File: src/rtl/mips_pkg.sv
// rtl/mips_pkg.sv - shared widths, fetch state encoding and IF/ID entry packing
package mips_pkg;

    localparam int          WORD_W  = 32;
    localparam int          IFID_W  = 64;
    localparam logic [31:0] PC_STEP = 32'd4;

    // Fetch control states; HALT is only reachable when alignment checking is built in
    typedef enum logic [1:0] {
        RUN   = 2'd0,
        FLUSH = 2'd1,
        HALT  = 2'd2
    } fetch_state_t;

    // One IF/ID word: pc in the upper half, instruction in the lower half
    typedef struct packed {
        logic [WORD_W-1:0] pc;
        logic [WORD_W-1:0] instr;
    } ifid_entry_t;

    function automatic ifid_entry_t pack_ifid(input logic [WORD_W-1:0] pc,
                                              input logic [WORD_W-1:0] instr);
        ifid_entry_t e;
        e.pc    = pc;
        e.instr = instr;
        return e;
    endfunction

endpackage

File: src/rtl/fetch_fifo.sv
// rtl/fetch_fifo.sv - synchronous FIFO of IF/ID entries with push, pop, flush and count
module fetch_fifo
    import mips_pkg::*;
#(
    parameter int DEPTH = 4
)(
    input  logic                       clk,
    input  logic                       rst,
    input  logic                       push,
    input  ifid_entry_t                push_data,
    input  logic                       pop,
    input  logic                       flush,
    output ifid_entry_t                head,
    output logic [$clog2(DEPTH):0]     count,
    output logic                       empty,
    output logic                       full
);

    localparam int AW = $clog2(DEPTH);
    localparam int CW = AW + 1;

    ifid_entry_t   mem [DEPTH];
    logic [AW-1:0] rd_ptr;
    logic [AW-1:0] wr_ptr;
    logic [CW-1:0] cnt;
    logic          do_push;
    logic          do_pop;

    // Flush wins over everything; a pop lets a push land in a full FIFO
    assign empty   = (cnt == '0);
    assign full    = (cnt == CW'(DEPTH));
    assign do_pop  = pop & ~empty & ~flush;
    assign do_push = push & ~flush & (~full | do_pop);
    assign count   = cnt;
    assign head    = mem[rd_ptr];

    // Pointer and occupancy bookkeeping; depth is a power of two so pointers wrap freely
    always_ff @(posedge clk) begin
        if (rst || flush) begin
            rd_ptr <= '0;
            wr_ptr <= '0;
            cnt    <= '0;
        end else begin
            if (do_push) wr_ptr <= wr_ptr + 1'b1;
            if (do_pop)  rd_ptr <= rd_ptr + 1'b1;
            cnt <= cnt + CW'(do_push) - CW'(do_pop);
        end
    end

    // Entry storage, written only on an accepted push
    always_ff @(posedge clk) begin
        if (do_push) mem[wr_ptr] <= push_data;
    end

endmodule

File: src/rtl/instr_fetch_unit.sv
// rtl/instr_fetch_unit.sv - IF stage: PC, in-order imem fetch, IF/ID buffer, redirect squash (option IFU_ALIGN_CHECK_EN)
module instr_fetch_unit
    import mips_pkg::*;
#(
    parameter logic [31:0] RESET_PC        = 32'h0000_0000,
    parameter int          FIFO_DEPTH      = 4,
    parameter int          MAX_OUTSTANDING = 2
)(
    input  logic        clk,
    input  logic        rst,
    input  logic        redirect_valid,
    input  logic [31:0] redirect_pc,
    output logic        imem_req_valid,
    input  logic        imem_req_ready,
    output logic [31:0] imem_req_addr,
    input  logic        imem_rsp_valid,
    input  logic [31:0] imem_rsp_data,
    output logic        out_valid,
    input  logic        out_ready,
    output logic [31:0] out_pc,
    output logic [31:0] out_instr,
    output logic        misalign_err
);

    localparam int OW  = $clog2(MAX_OUTSTANDING + 1);
    localparam int FCW = $clog2(FIFO_DEPTH) + 1;

    fetch_state_t   state;
    fetch_state_t   state_nxt;
    logic [31:0]    fetch_pc;
    logic [31:0]    rsp_pc;
    logic [OW-1:0]  outstanding;
    logic [OW-1:0]  outstanding_nxt;
    logic [OW-1:0]  stale;
    logic [OW-1:0]  stale_nxt;
    logic [31:0]    target_pc;
    logic           redirect_bad;
    logic           issue_fire;
    logic           rsp_take;
    logic           fifo_push;
    logic           fifo_pop;
    logic           fifo_empty;
    logic           fifo_full;
    logic [FCW-1:0] fifo_count;
    ifid_entry_t    fifo_head;

    // Targets are always word aligned internally; the low bits only feed the error check
`ifdef IFU_ALIGN_CHECK_EN
    assign target_pc    = {redirect_pc[31:2], 2'b00};
    assign redirect_bad = redirect_valid & (redirect_pc[1:0] != 2'b00);
`else
    logic unused_redirect_lsbs;
    assign unused_redirect_lsbs = ^redirect_pc[1:0];
    assign target_pc            = {redirect_pc[31:2], 2'b00};
    assign redirect_bad         = 1'b0;
`endif

    // A response with nothing in flight cannot be ours; ignoring it keeps the counter sane
    assign issue_fire      = imem_req_valid & imem_req_ready;
    assign rsp_take        = imem_rsp_valid & (outstanding != '0);
    assign outstanding_nxt = outstanding + OW'(issue_fire) - OW'(rsp_take);

    // Wrong-path words: on redirect everything still in flight becomes stale
    always_comb begin
        stale_nxt = stale;
        if (redirect_valid)
            stale_nxt = outstanding_nxt;
        else if (rsp_take && (stale != '0))
            stale_nxt = stale - OW'(1);
    end

    assign fifo_push = rsp_take & ~redirect_valid & (stale == '0);
    assign fifo_pop  = out_valid & out_ready;

    // Fetch state register
    always_ff @(posedge clk) begin
        if (rst) state <= RUN;
        else     state <= state_nxt;
    end

    // Next fetch state: redirects drain in FLUSH, a bad target parks the unit in HALT
    always_comb begin
        state_nxt = state;
        case (state)
            RUN: begin
                if (redirect_valid && (outstanding_nxt != '0)) state_nxt = FLUSH;
            end
            FLUSH: begin
                if (redirect_valid)
                    state_nxt = (outstanding_nxt != '0) ? FLUSH : RUN;
                else if (stale_nxt == '0)
                    state_nxt = RUN;
            end
`ifdef IFU_ALIGN_CHECK_EN
            HALT:    state_nxt = HALT;
`endif
            default: state_nxt = RUN;
        endcase
        if (redirect_bad) state_nxt = HALT;
    end

    // Outputs: issue only in RUN with both the in-flight limit and FIFO credit available
    always_comb begin
        imem_req_valid = ~rst & (state == RUN) & ~redirect_valid
                       & (int'(outstanding) < MAX_OUTSTANDING)
                       & ((int'(fifo_count) + int'(outstanding)) < FIFO_DEPTH);
        imem_req_addr  = fetch_pc;
        out_valid      = ~rst & ~fifo_empty & ~redirect_valid;
        out_pc         = (rst | fifo_empty) ? 32'h0 : fifo_head.pc;
        out_instr      = (rst | fifo_empty) ? 32'h0 : fifo_head.instr;
    end

    // PC, response-PC shadow and request counters
    always_ff @(posedge clk) begin
        if (rst) begin
            fetch_pc    <= RESET_PC;
            rsp_pc      <= RESET_PC;
            outstanding <= '0;
            stale       <= '0;
        end else begin
            outstanding <= outstanding_nxt;
            stale       <= stale_nxt;
            if (redirect_valid) begin
                fetch_pc <= target_pc;
                rsp_pc   <= target_pc;
            end else begin
                if (issue_fire) fetch_pc <= fetch_pc + PC_STEP;
                if (fifo_push)  rsp_pc   <= rsp_pc + PC_STEP;
            end
        end
    end

`ifdef IFU_ALIGN_CHECK_EN
    // Sticky misaligned-target flag, cleared only by reset
    always_ff @(posedge clk) begin
        if (rst)               misalign_err <= 1'b0;
        else if (redirect_bad) misalign_err <= 1'b1;
    end
`else
    assign misalign_err = 1'b0;
`endif

    fetch_fifo #(.DEPTH(FIFO_DEPTH)) u_fifo (
        .clk       (clk),
        .rst       (rst),
        .push      (fifo_push),
        .push_data (pack_ifid(rsp_pc, imem_rsp_data)),
        .pop       (fifo_pop),
        .flush     (redirect_valid),
        .head      (fifo_head),
        .count     (fifo_count),
        .empty     (fifo_empty),
        .full      (fifo_full)
    );

endmodule

File: config.mk
export PLATFORM = sky130hd
export DESIGN_NAME = instr_fetch_unit
export DESIGN_NICKNAME = d
export VERILOG_FILES = /design/src/rtl/mips_pkg.sv /design/src/rtl/fetch_fifo.sv /design/src/rtl/instr_fetch_unit.sv
export SDC_FILE = /design/constraint.sdc
export NUM_CORES = 1
export LEC_CHECK = 0
export BUFFER_PORTS_ARGS = -buffer_cell sky130_fd_sc_hd__clkbuf_2
export CAP_MARGIN = 20
export CORE_ASPECT_RATIO = 0.75
export CORE_UTILIZATION = 40
export DETAILED_ROUTE_END_ITERATION = 12
export SKIP_LAST_GASP = 1
export SLEW_MARGIN = 40
export SYNTH_ARGS = -nofsm -noshare
export SYNTH_HDL_FRONTEND = slang
export SYNTH_HIERARCHICAL = 1
export SYNTH_SLANG_ARGS = --single-unit
File: constraint.sdc
create_clock -name clk -period 6.9 [get_ports clk]
set_clock_uncertainty 0.05 [all_clocks]
set_input_delay 1.035 -clock clk [delete_from_list [all_inputs] [get_ports clk]]
set_output_delay 1.035 -clock clk [all_outputs]
set_load 0.02 [all_outputs]
Yosys cells after proc, flatten, opt, wreduce, memory -nomap -nowiden

Memory sizes are Yosys's and may differ from the RTL's. A register that Yosys moved wholly into a read port is not among the register bits.
Index checks and enable logic that the tools add are counted.

Register bits after elaboration: 77
Bits in latches: 0
ROM bits: 0
Word-level logic and storage cells: 79
Input bits: 70
Memories: 1
Bits in writable memories: 256
Output and inout bits: 99

Bitwise logic cells: 21
$add $sub $neg: 10
Shift operators: 0
Reduce and logical (&&, ||, !) cells: 14
Equal/unequal tests: 4
Multiplexer cells: 17
Div/mod/pow operators: 0
$mul: 0
Magnitude comparators: 2

Memories:

| name       | words | width | rd ports | clocked after Yosys merged registers in | write ports | line             | text |
|---|---|---|---|---|---|---|---|
| u_fifo.mem | 4     | 64    | 1        | 1                                       | 1           | fetch_fifo.sv:22 | `ifid_entry_t mem [DEPTH];` |

Operators with widths:

| operator                                            | number |
|---|---|
| two-way mux 32 bit                                  | 6 |
| adder 32 x 3 -> 32 bit (second input constant)      | 2 |
| AND 1 bit                                           | 15 |
| two-way mux 2 bit                                   | 7 |
| nonzero test 2 bit                                  | 5 |
| zero test 2 bit                                     | 3 |
| adder 2 x 1 -> 2 bit (second input constant)        | 2 |
| adder 3 x 2 -> 4 bit                                | 1 |
| < comparator 4 x 3 -> 1 bit (second input constant) | 1 |
| inverter 1 bit                                      | 4 |
| case mux 2 bit (2 select lines)                     | 1 |
| adder 3 x 1 -> 3 bit                                | 1 |
| == test 3 bit (second input constant)               | 1 |
| zero test 3 bit                                     | 1 |
| two-way mux 1 bit                                   | 3 |
| != test 3 bit (second input constant)               | 1 |
| subtractor 3 x 1 -> 3 bit                           | 1 |
| adder 2 x 1 -> 2 bit                                | 1 |
| == test 2 x 1 -> 1 bit (second input constant)      | 1 |
| logical AND 1 bit                                   | 2 |
| < comparator 2 bit (second input constant)          | 1 |
| != test 2 bit (second input constant)               | 1 |
| bitwise OR 1 bit                                    | 2 |
| AND reduction 2 bit                                 | 1 |
| other kinds (4)                                     | 4 |

Longest topological paths before layout

Depth after elaboration: 13
Gate-level depth with buffers: 13
Gate-level depth less buffers: 12

Cells and area by module

Netlist, hierarchy kept.

By module, submodules not included:

| module           | cells an instance | times used | area each (µm²) |
|---|---|---|---|
| fetch_fifo       | 384               | 1          | 9,954.5 |
| instr_fetch_unit | 518               | 1          | 4,116.4 |

Worst setup path before layout

No wires, ideal clock.

Kind: in2reg
From: in rst
To: mem u_fifo/mem[0][0] in the netlist's numbering, enable pin
Arrival time: 3,913 ps
Stages: 6
Slack: 2,508 ps
Required time: 6,421 ps
Library setup time: 429 ps
Path buffers: 1
Path through: clkbuf_1 nor3_1 and2_1 inv_1 a21oi_2 and2_1

Cells in the longest elaborated chain, start to end: 10

Ends and longest elaborated chain:

| element                                 | line                    | text |
|---|---|---|
| start, declared                         | instr_fetch_unit.sv:10  | `input logic rst,` |
| inverter 1 bit                          | instr_fetch_unit.sv:108 | `out_valid = ~rst & ~fifo_empty & ~redirect_valid;` |
| AND 1 bit (2 in series)                 | instr_fetch_unit.sv:108 |  |
| net out_valid                           | instr_fetch_unit.sv:18  | `output logic out_valid,` |
| AND 1 bit                               | instr_fetch_unit.sv:73  | `assign fifo_pop = out_valid & out_ready;` |
| net fifo_pop                            | instr_fetch_unit.sv:41  | `logic fifo_pop;` |
| AND 1 bit (2 in series)                 | fetch_fifo.sv:32        | `assign do_pop = pop & ~empty & ~flush;` |
| bitwise OR 1 bit                        | fetch_fifo.sv:33        | `assign do_push = push & ~flush & (~full \| do_pop);` |
| AND 1 bit                               | fetch_fifo.sv:33        |  |
| two-way mux 1 bit                       | fetch_fifo.sv:52        | `if (do_push) mem[wr_ptr] <= push_data;` |
| two-way mux 1 bit (implied by the code) | fetch_fifo.sv:52        |  |
| end, declared                           | fetch_fifo.sv:22        |  |

The timed path passes the listed nets, and every way through them passes these cells.

==> flow_metrics.env <==
export IMPL_status="complete, no violations"
export IMPL_hpwl_mm=19.6
export IMPL_peakVddDrop_mv=0.169
export IMPL_io_pins=169
export IMPL_diodes=0
export IMPL_total_power_mw=4.35
export IMPL_antenna_found_initial=1
export IMPL_die_h_um=164
export IMPL_layout_nets=1156
export IMPL_slew_viol_final=0
export IMPL_portBuffers=163
export IMPL_final_util=0.475
export IMPL_min_path_type="register to register"
export IMPL_num_vias=8167
export IMPL_p_int_mw=3.43
export IMPL_worst_skew_pair_late_latency_ps=510
export IMPL_met2_length_mm=13.4
export IMPL_hold_viol=0
export IMPL_end_kind="primary output"
export IMPL_p_per_area_mw_per_mm2=264
export IMPL_met1_length_mm=14.8
export IMPL_p_leak_nw=5.76
export IMPL_fmax_mhz=247
export IMPL_grtUsageTotal=0.172
export IMPL_cts_buffers=34
export IMPL_coreArea_sq_mm=0.0346
export IMPL_drive_above_1_share=0.244
export IMPL_clk_pin_slew_worst_paths_ps=60
export IMPL_vias_per_cell=5.26
export IMPL_drv_cap=0
export IMPL_period_needed_ps=4050
export IMPL_synth_area_per_cell_sq_um=15.6
export IMPL_place_congestion=0.805
export IMPL_cts_repair_resized=0
export IMPL_grt_start_max_net_pins=57
export IMPL_synth_largest_area_cell="edfxtp_1"
export IMPL_drt_initial_drc_count=458
export IMPL_synth_cell_types=64
export IMPL_die_w_um=219
export IMPL_post_cts_buffers=0
export IMPL_drc_errors=0
export IMPL_cts_root_buf="clkbuf_16"
export IMPL_ys_seq_area_frac=0.652
export IMPL_routedWlPerCell_um=19.6
export IMPL_syn_to_final_growth_pct=16.9
export IMPL_criticalPathCategory="register to primary output"
export IMPL_worst_pin_slew_ps=758
export IMPL_required_ps=5810
export IMPL_cts_tree="done"
export IMPL_cts_hold_buf=0
export IMPL_gr_total_overflow=0
export IMPL_p_seq_frac=0.518
export IMPL_worst_hold_slack_ps=422
export IMPL_finalWirelength_mm=30.5
export IMPL_cp_data_arrival_time_ps=2970
export IMPL_ant_nets=0
export IMPL_initial_utilization=0.406
export IMPL_yosys_top_cells_count="256 x edfxtp_1, 79 x and2_1, 74 x dfxtp_1"
export IMPL_synth_top_area_frac=0.546
export IMPL_ys_top_cells_by_area="edfxtp_1 55%, dfxtp_1 11%, mux4_1 8.0%, and2_1 3.5%, mux4_2 3.4%"
export IMPL_clkPwrFrac=0.430
export IMPL_slew_headroom=0.495
export IMPL_comb_power_share=0.052
export IMPL_synth_cells=902
export IMPL_ys_seq_elements=330
export IMPL_rsz0062_at_grt="no"
export IMPL_ctsLongestPathBuffers=3
export IMPL_h_tree_depth=2
export IMPL_synth_most_common_cell="edfxtp_1"
export IMPL_setup_viol=0
export IMPL_crit_path_start_kind="register"
export IMPL_yosysWarningCount=6
export IMPL_synth_edf_count=256
export IMPL_synthFlopType="edfxtp_1"
export IMPL_syn_area_sq_mm=0.0141
export IMPL_rows=59
export IMPL_grt_pass1_vias=8095
export IMPL_swShare=0.211
export IMPL_cp_max_fo=33
export IMPL_drtPass1Iterations=5
export IMPL_grt_pass1_wl_mm=46.9
export IMPL_p_switching_mw=0.919
export IMPL_clock_sinks=330
export IMPL_wl_met3_mm=1.89
export IMPL_finalSetupTns_ps=0
export IMPL_ys_async_sr_fraction=0
export IMPL_top_layer="met4"
export IMPL_fin_crit_sh=0.587
export IMPL_die_area_sq_mm=0.0359
==> cells in the final DEF (no fill, tap or decap), types with 8 or more instances in the layout <==
| cell type | count |
|---|---|
| mux4_2 | 21 |
| o21a_1 | 9 |
| a211oi_1 | 12 |
| xnor2_1 | 19 |
| nand2_1 | 44 |
| and2_1 | 75 |
| conb_1 | 11 |
| inv_1 | 15 |
| clkbuf_16 | 37 |
| clkbuf_2 | 163 |
| nand4_1 | 17 |
| a31oi_1 | 12 |
| mux2i_1 | 8 |
| and3_1 | 10 |
| xor2_1 | 20 |
| mux4_1 | 43 |
| nor2_1 | 40 |
| a21oi_1 | 13 |
| and4_1 | 12 |
| nor3_1 | 14 |
| nand3_1 | 24 |
| ha_1 | 11 |
| edfxtp_1 | 256 |
| dfxtp_1 | 72 |
| o21ai_0 | 14 |
| a21boi_0 | 15 |
| buf_4 | 10 |
==> sequential cells by signal (all words and copies together), names as in the netlist, named ones only <==
signal         flops
outstanding        2
u_fifo/wr_ptr      2
state              1
rsp_pc            30
u_fifo/mem       256
u_fifo/count       3
u_fifo/rd_ptr      2
imem_req_addr     30
stale              2
==> through the flow <==
stage	cell area, sq um	setup WS (ps)	instances
4_1_cts	16500	2740	1554
2_1_floorplan	14100	2510	912
5_1_grt	16500	2680	1554
3_5_place_dp	15300	2620	1495
3_3_place_gp	15300	2580	1493
6_report	16500	2850	1554
==> routing by layer <==
metal / global-route usage / vias up
li1: - / 3859
met1: 0.253 / 4022
met2: 0.262 / 252
met3: 0.0333 / 34
met4: 0.0391 / 0
met5: 0 / -
==> power groups by stage <==
stage	sequential [mW]	combinational [mW]	clock, mW
finish	2.25	0.226	1.87
global route	2.26	0.249	2.01
CTS	2.25	0.228	1.93
detailed placement	2.29	0.227	0
global placement	2.29	0.223	0
floorplan	2.29	0.134	0
==> path summary, 6_finish.rpt <==
kind | start | to | slack [ps] | depth (start not counted)
worst max-delay path | register | out_pc[11] | 2850 | 4
worst min-delay path | u_fifo/rd_ptr[1]$_SDFFE_PP0P_ | register | 420 | 2
worst max register to register | outstanding[1]$_SDFF_PP0_ | state[0]$_SDFFE_PP0P_ | 3360 | 10
worst min register to register | u_fifo/rd_ptr[1]$_SDFFE_PP0P_ | register | 420 | 2
==> logic make-up after synthesis <==
logic type      share of synthesized area
mux                                 0.122
fa+ha+maj                          0.0112
other cells                      0.000267
xor+xnor                           0.0243
simple gates                        0.110
compound gates                     0.0527
buf+inv                            0.0284
flops                               0.652
==> final cells by class <==
class	instances	area, sq um
clock inverters	13	166
fillers	2990	18200
repair buffers	175	931
well taps	457	572
flip-flops and latches	330	9180
inverters	17	63.8
multi-input cells	516	4560
clock buffers	46	980
==> critical path: stages (launching register included) <==
cell      delay (ps)
dfxtp_4          730
buf_4            620
mux4_1           750
and2_1           190
clkbuf_2         150
Note: power is estimated with default switching activity, not from simulation.
